## src/rtl/seg_display_arbiter.sv

```systemverilog
// seg_display_arbiter: round-robin owner of a 4-digit multiplexed 7-segment display.
// Latency: grant and snapshot one clk after a request is seen; handover only at frame end.
// Optional: `define SEG_BLANK_LEADING_ZERO_EN to blank leading zero digits (digit 0 never blanked).
module seg_display_arbiter #(
  parameter int NREQ        = 4,
  parameter int DIVW        = 26,
  parameter int SHIFT0      = 15,
  parameter int SHIFT1      = 19,
  parameter int SHIFT2      = 25,
  parameter int HOLD_FRAMES = 8,
  localparam int OW         = (NREQ > 1) ? $clog2(NREQ) : 1,
  localparam int CW         = $clog2(HOLD_FRAMES + 1)
) (
  input  logic              clk_i,
  input  logic              rst_i,
  input  logic [NREQ-1:0]   req_i,
  input  logic [16*NREQ-1:0] data_i,
  input  logic [1:0]        speed_i,
  output logic [NREQ-1:0]   grant_o,
  output logic [OW-1:0]     owner_o,
  output logic              busy_o,
  output logic              frame_end_o,
  output logic [3:0]        grounds_o,
  output logic [6:0]        display_o
);

  typedef enum logic {IDLE, OWN} state_e;

  state_e          state_q;
  logic [DIVW-1:0] presc_q;
  logic [1:0]      dig_q;
  logic [CW-1:0]   cnt_q;
  logic [CW-1:0]   cnt_d;
  logic [OW-1:0]   last_q;
  logic [15:0]     snap_q;
  logic [DIVW-1:0] term;
  logic            tick;
  logic            ovf;
  logic            idle_hit;
  logic [OW-1:0]   idle_idx;
  logic            ho_hit;
  logic [OW-1:0]   ho_idx;
  logic            own_req;
  logic [3:0]      nib;
  logic            blank;

  // Round-robin search starting just after base; skip_base excludes base itself.
  function automatic logic [OW:0] rr_pick(input logic [NREQ-1:0] r, input logic [OW-1:0] base,
                                          input logic skip_base);
    int          best;
    int          d;
    logic        hit;
    logic [OW-1:0] sel;
    best = NREQ;
    hit  = 1'b0;
    sel  = '0;
    for (int i = 0; i < NREQ; i++) begin
      if (r[i] && !(skip_base && (OW'(i) == base))) begin
        d = (i + 2 * NREQ - 1 - int'(base)) % NREQ;
        if (d < best) begin
          best = d;
          sel  = OW'(i);
          hit  = 1'b1;
        end
      end
    end
    return {hit, sel};
  endfunction

  function automatic logic [15:0] pick_data(input logic [OW-1:0] sel);
    logic [15:0] v;
    v = 16'h0000;
    for (int i = 0; i < NREQ; i++) begin
      if (OW'(i) == sel) v = data_i[16*i +: 16];
    end
    return v;
  endfunction

  function automatic logic [NREQ-1:0] onehot(input logic [OW-1:0] sel);
    logic [NREQ-1:0] v;
    for (int i = 0; i < NREQ; i++) v[i] = (OW'(i) == sel);
    return v;
  endfunction

  function automatic logic [3:0] gnd(input logic [1:0] d);
    case (d)
      2'd0:    return 4'b1110;
      2'd1:    return 4'b1101;
      2'd2:    return 4'b1011;
      default: return 4'b0111;
    endcase
  endfunction

  function automatic logic [6:0] seg7(input logic [3:0] n);
    case (n)
      4'h0: return 7'b1111110;  4'h1: return 7'b0110000;
      4'h2: return 7'b1101101;  4'h3: return 7'b1111001;
      4'h4: return 7'b0110011;  4'h5: return 7'b1011011;
      4'h6: return 7'b1011111;  4'h7: return 7'b1110000;
      4'h8: return 7'b1111111;  4'h9: return 7'b1111011;
      4'hA: return 7'b1110111;  4'hB: return 7'b0011111;
      4'hC: return 7'b1001110;  4'hD: return 7'b0111101;
      4'hE: return 7'b1001111;  default: return 7'b1000111;
    endcase
  endfunction

  // Scan terminal count for the selected speed, tick/overflow detection and arbitration picks.
  always_comb begin
    case (speed_i)
      2'd1:    term = DIVW'((64'd1 << SHIFT1) - 64'd1);
      2'd2:    term = DIVW'((64'd1 << SHIFT2) - 64'd1);
      default: term = DIVW'((64'd1 << SHIFT0) - 64'd1);
    endcase
    tick                 = (presc_q == term);
    ovf                  = (presc_q > term);
    {idle_hit, idle_idx} = rr_pick(req_i, last_q, 1'b0);
    {ho_hit, ho_idx}     = rr_pick(req_i, owner_o, 1'b1);
    own_req              = |(req_i & grant_o);
    cnt_d                = (cnt_q >= CW'(HOLD_FRAMES)) ? cnt_q : cnt_q + CW'(1);
  end

  // Arbitration FSM, scan position, snapshot and registered display-side outputs.
  always_ff @(posedge clk_i) begin
    if (rst_i) begin
      state_q     <= IDLE;
      presc_q     <= '0;
      dig_q       <= 2'd0;
      cnt_q       <= '0;
      last_q      <= OW'(NREQ - 1);
      snap_q      <= 16'h0000;
      grant_o     <= '0;
      owner_o     <= '0;
      busy_o      <= 1'b0;
      frame_end_o <= 1'b0;
      grounds_o   <= 4'b1111;
    end else begin
      presc_q     <= (tick || ovf) ? '0 : presc_q + DIVW'(1);
      frame_end_o <= 1'b0;
      case (state_q)
        IDLE: begin
          grounds_o <= 4'b1111;
          if (idle_hit) begin
            state_q   <= OWN;
            grant_o   <= onehot(idle_idx);
            owner_o   <= idle_idx;
            last_q    <= idle_idx;
            busy_o    <= 1'b1;
            snap_q    <= pick_data(idle_idx);
            presc_q   <= '0;
            dig_q     <= 2'd0;
            cnt_q     <= '0;
            grounds_o <= 4'b1110;
          end
        end
        OWN: begin
          if (tick) begin
            if (dig_q == 2'd3) begin
              frame_end_o <= 1'b1;
              dig_q       <= 2'd0;
              grounds_o   <= 4'b1110;
              if (!own_req && !ho_hit) begin
                state_q   <= IDLE;
                grant_o   <= '0;
                owner_o   <= '0;
                busy_o    <= 1'b0;
                cnt_q     <= '0;
                grounds_o <= 4'b1111;
              end else if (ho_hit && (!own_req || cnt_d >= CW'(HOLD_FRAMES))) begin
                grant_o <= onehot(ho_idx);
                owner_o <= ho_idx;
                last_q  <= ho_idx;
                snap_q  <= pick_data(ho_idx);
                cnt_q   <= '0;
              end else begin
                cnt_q  <= cnt_d;
                snap_q <= pick_data(owner_o);
              end
            end else begin
              dig_q     <= dig_q + 2'd1;
              grounds_o <= gnd(dig_q + 2'd1);
            end
          end
        end
        default: state_q <= IDLE;
      endcase
    end
  end

  // Segment decode of the snapshot nibble for the digit being scanned.
  always_comb begin
    case (dig_q)
      2'd0:    nib = snap_q[3:0];
      2'd1:    nib = snap_q[7:4];
      2'd2:    nib = snap_q[11:8];
      default: nib = snap_q[15:12];
    endcase
    blank = 1'b0;
`ifdef SEG_BLANK_LEADING_ZERO_EN
    case (dig_q)
      2'd1:    blank = (snap_q[15:4] == 12'h000);
      2'd2:    blank = (snap_q[15:8] == 8'h00);
      2'd3:    blank = (snap_q[15:12] == 4'h0);
      default: blank = 1'b0;
    endcase
`else
    blank = 1'b0;
`endif
    display_o = (state_q == OWN && !blank) ? seg7(nib) : 7'b0000000;
  end

endmodule

```

## config.mk

```make
export PLATFORM = sky130hd
export DESIGN_NAME = seg_display_arbiter
export DESIGN_NICKNAME = d
export VERILOG_FILES = /design/src/rtl/seg_display_arbiter.sv
export SDC_FILE = /design/constraint.sdc
export NUM_CORES = 1
export LEC_CHECK = 0
export CORE_ASPECT_RATIO = 0.7
export CORE_MARGIN = 3
export CORE_UTILIZATION = 49
export CTS_BUF_LIST = sky130_fd_sc_hd__clkbuf_16
export DETAILED_ROUTE_END_ITERATION = 6
export PLACE_DENSITY = 0.8
export SKIP_LAST_GASP = 1
export SLEW_MARGIN = 0
export SYNTH_ARGS = -nofsm -noshare
export SYNTH_HDL_FRONTEND = slang
export SYNTH_SLANG_ARGS = --single-unit
```

## constraint.sdc

```tcl
create_clock -name clk_i -period 5.9 [get_ports clk_i]
set_clock_uncertainty 0.2 [all_clocks]
set_input_delay 1.18 -clock clk_i [delete_from_list [all_inputs] [get_ports clk_i]]
set_output_delay 1.18 -clock clk_i [all_outputs]
set_load 0.005 [all_outputs]
```

# Word level (Yosys, flattened, before mapping)
# Memory sizes are Yosys's and may differ from the RTL's.
# Index checks and enable logic that the tools add are counted.
# word_totals
input_bits,72
n_memories,1
romBits,112
reg_bits,63
word_cells,212
# op_classes
n_bitwise,11
mux,108
n_eq_ne,24
order_cmp,11
reduce_logical,35
add_sub_neg,11
# mem_list
name,depth,word_bits,read_ports,rd_ports_with_merged_regs,wr,line_no,text
(no name shown),16,7,1,0,0,95,case (n)
# ops
op,n
32-bit 2-to-1 mux,12
16-bit 2-to-1 mux,17
3-bit by 32-bit < comparator with 1-bit output,6
26-bit 2-to-1 mux,3
4-bit 2-to-1 mux,13
25-bit case mux with 2 select lines,1
2-bit 2-to-1 mux,19
16-bit case mux with 2 select lines,1
1-bit 2-to-1 mux,31
4-bit by 2-bit subtractor with 5-bit output (first input constant),6
26-bit by 1-bit adder with 26-bit output (second input constant),1
26-bit equality test,1
26-bit > comparator,1
4-bit case mux with 2 select lines,3
4-bit case mux with 3 select lines,2
2-bit OR reduction,8
2-bit equality test (first input constant),6
2-bit case mux with 2 select lines,3
4-bit AND reduction,3
2-bit logical NOT,5
1-bit bitwise AND,8
2-bit equality test (second input constant),4
4-bit greater-or-equal comparator (second input constant),2
3-bit by 4-bit < comparator with 1-bit output (second input constant),2
other kinds (20),42

# Depth between registers and ports, before layout
# depth
word_depth,25
ltp_mapped,24
depth_no_buf,18

# Worst setup path after synthesis
# No wires, ideal clock.
# synth_path
path_type,input to register
start,in req_i[0]
end,reg snap_q[15]
n_path_buf,6
arrival_ns,5.599
t_required_ns,5.642
path_slack_ns,0.043
setup_ns,0.058
stages,23
path_cell_list,buf_2 -> nand2b_1 -> ha_1 -> a21o_1 -> a21oi_1 -> clkbuf_1 -> nor2_1 -> a21oi_1 -> ha_1 -> and4b_1 -> a22oi_1 -> buf_2 -> buf_1 -> mux2i_1 -> ha_1 -> a21oi_1 -> o21ai_0 -> a31oi_2 -> buf_2 -> buf_2 -> a211oi_1 -> a211oi_1 -> o21a_1
# synth_between
elab_chain_len,21
word_cells_on_any_way,75
cone_classes,order compare: 6; eq/ne: 8; mux: 50; bitwise: 1; reduce/logical: 10
# synth_lines
item,line_no,text
"start, declared",16,"input logic [NREQ-1:0] req_i,"
1-bit logical AND,58,if (r[i] && !(skip_base && (OW'(i) == base))) begin
32-bit 2-to-1 mux,58,
3-bit by 32-bit < comparator with 1-bit output,60,if (d < best) begin
32-bit 2-to-1 mux,60,
32-bit 2-to-1 mux,58,
3-bit by 32-bit < comparator with 1-bit output,60,
32-bit 2-to-1 mux,60,
32-bit 2-to-1 mux,58,
(+2 left out),n/a,
2-bit 2-to-1 mux,58,
2-bit logical NOT,74,if (OW'(i) == sel) v = data_i[16*i +: 16];
16-bit 2-to-1 mux (4 in a row),74,
16-bit 2-to-1 mux,168,end else if (ho_hit && (!own_req || cnt_d >= CW'(HOLD_FRAMES))) begin
16-bit 2-to-1 mux,161,if (!own_req && !ho_hit) begin
16-bit 2-to-1 mux,157,if (dig_q == 2'd3) begin
16-bit 2-to-1 mux,156,if (tick) begin
16-bit case mux with 2 select lines,139,case (state_q)
"end signal, assigned",148,snap_q <= pick_data(idle_idx);
"end signal, assigned",172,snap_q <= pick_data(ho_idx);
"end signal, assigned",176,snap_q <= pick_data(owner_o);
"end, declared",35,logic [15:0] snap_q;
# Parallel ways exist; a longest one is shown, timed or not. The select of a mux whose other input is x is not followed.
# A chain may end at the register's enable or synchronous reset.

# Final worst setup path
# layout_path
start,in req_i[0]
end,reg snap_q[3]
# Same word-level chain as after synthesis.

==> out/metrics.yaml <==
final_hold_viol_count: 0
cts_buffer_depth: 2
num_antenna_cells: 0
core_sq_um: 10500
tns_ns: 0
maxSlewViolCount: 0
synth_area_leader_cell: "dfxtp_1"
die_x_um: 130
fmax_mhz: 187
endpoint_kind: "register"
finalSetupViolCount: 0
route.detailed.drc: 0
comb_power_share_pct: 49.1
syn_nets: 819
syn_inst: 713
power_uw: 2010
placement_rows: 31
use_met3_pct: 8.05
cts_hold_buf: 0
slew_headroom_pct: 15.5
cts_num_sinks: 63
power_switching_uw: 826
crit_family: "compound AO/OA/AOI/OAI gates"
ys_seq_elements: 63
min_period_over_period_pct: 90.7
first_global_vias: 5555
die_h_um: 93.1
port_buffers: 90
wirelength_um: 17800
final_cell_mix: "nor2_1 (90), clkdlybuf4s50_1 (90), nand2_1 (75), dfxtp_1 (63), a21oi_1 (53)"
p_sw_share_pct: 41.1
die-area_sq_um: 12100
synth_async_sr_flop_share_pct: 0
cts-htree-levels: 3
critPathBufInv: 3
grt_pass1_wl_um: 28500
met1_usage_pct: 43.0
status: "finished, final reports clean"
cp_cell_sequence: "clkdlybuf4s50_1 > buf_4 > nor3b_1 > inv_1 > ha_1 > a21oi_1 > o21ai_1 > o22ai_1 > a21oi_1 > ha_1 > nor4b_1 > o21ai_0 > and3_1 > nand2_1 > a32oi_1 > a221oi_1"
finalNetCount: 889
cts_tree: "yes"
tightest_slew_ns: 1.23
via_per_inst: 6.47
rsz0062_at_grt: "no"
crit_arrival_ns: 5.38
synth_cell_types: 66
synth_edf_count: 0
boundaryPins: 91
start_kind: "input port"
start_util_pct: 50.7
clk_pin_slew_ns: 0.05
drtPass1Iterations: 5
leakage_uw: 0.00251
worstPathRequired_ns: 5.93
slowest_stage: "nor4b_1"
critPathKind: "input port to register"
drive_above_1_share_pct: 5.46
antenna_found_initial: 0
post_cts_buffers: 0
dp_hpwl_um: 12700
crit_fanout: 13
overflow: 0
grt_max_degree: 39
cts_buffers: 9
whs_ns: 0.269
synth.area.top_cells: "dfxtp_1 (24%), ha_1 (8.0%), nor2_1 (6.4%), mux2i_1 (6.0%), nand2_1 (5.3%)"
drtIter0Drc: 759
vias: 5947
syn_area_per_cell_sq_um: 7.45
min_path_type: "register to register"
gr-max-usage-layer: "met1"
slowest_delay_ns: 0.52
drv_cap: 0
clock_latency_ns: 0.33
ir_drop_v: 0.000149
seq_area_frac_synth_pct: 23.8
synth_area_sq_um: 5310
synth.top_cell.area_share_pct: 23.8
syn_to_final_growth_pct: 24.2
wl_per_cell_um: 19.4
power_frac_seq_pct: 25.2
intPower_uw: 1180
root_buffer: "clkbuf_16"
met2_usage_pct: 42.2
ant_nets: 0
post_cts_resized: 0
yosysWarnings: 0
fin_crit_ns: 5.35
globalplace.congestion: 0.968
ys.flop_type: "dfxtp_1"
power.share.clock_pct: 25.7
gr-usage-all-layers_pct: 29.2
powerDensity_nw_per_um2: 305
## stage by stage
step | cells | cell area [sq um] | setup WS, ns | util [%]
floorplan | 713 | 5310 | 0.0432 | -
global placement | 904 | 6310 | 0.518 | 60.2
detailed placement | 904 | 6310 | 0.315 | 60.2
CTS | 919 | 6600 | 0.603 | 63.0
global route | 919 | 6600 | 0.0406 | 63.0
finish | 919 | 6600 | 0.549 | 63.0
## cells by family after synthesis
logic type	synth area share, %
AO/OA/AOI/OAI	28.7
XOR/XNOR	4.29
adder cells (fa/ha/maj)	8.01
buffers and inverters	5.14
flip-flops	23.8
multiplexers	6.24
AND/OR/NAND/NOR	23.8
## synthesized netlist by cell type, drive strengths merged (20+ instances only)
master   n
nor2    90
nand2   76
dfxtp   63
a21oi   54
ha      34
mux2i   32
a211oi  31
o21ai   30
nor3    28
clkbuf  27
inv     20
## power by group through the flow
stage | clock network, uW | logic (uW) | registers, uW
floorplan | 0 | 658 | 496
global placement | 0 | 921 | 512
detailed placement | 0 | 948 | 512
CTS | 523 | 956 | 504
global route | 545 | 1070 | 510
finish | 517 | 987 | 507
## metal layers
metal	part of all wire (%)	vias up
met1	45	2789
li1	-	2778
met3	13	34
met2	41	346
met4	1.2	0
met5	0	-
## worst paths after layout
path	slack [ns]	from	depth (start not counted)	to
min	0.27	presc_q[0]	1	presc_q[0]
max	0.55	req_i[0]	16	snap_q[3]
min reg2reg	0.27	presc_q[0]	1	presc_q[0]
max reg2reg	1.11	owner_o[1]	16	snap_q[3]
## registers in the layout, indices dropped and copies added, names as in the netlist
signal and count:
presc_q 26, snap_q 16, cnt_q 4, grant_o 4
grounds_o 4, dig_q 2, last_q 2, owner_o 2
busy_o 1, frame_end_o 1, state_q 1
## area by class of cell
class | instances | area, sq um
inverter | 22 | 82.6
multi-input combinational | 583 | 3790
clock inverter | 6 | 63.8
clock buffer | 9 | 225
sequential | 63 | 1260
fill | 901 | 3880
tap | 132 | 165
timing repair buffer | 104 | 1010
## worst register-to-register path, cell delays in order (launching register included)
cell and delay (ns):
dfxtp_1 0.57, inv_1 0.15, ha_1 0.25, nor3b_1 0.24
inv_1 0.07, ha_1 0.29, a21oi_1 0.26, o21ai_1 0.25
o22ai_1 0.20, a21oi_1 0.10, ha_1 0.22, nor4b_1 0.52
o21ai_0 0.27, and3_1 0.48, nand2_1 0.23, a32oi_1 0.11
a221oi_1 0.29
Power figures use the tool's default switching activity.
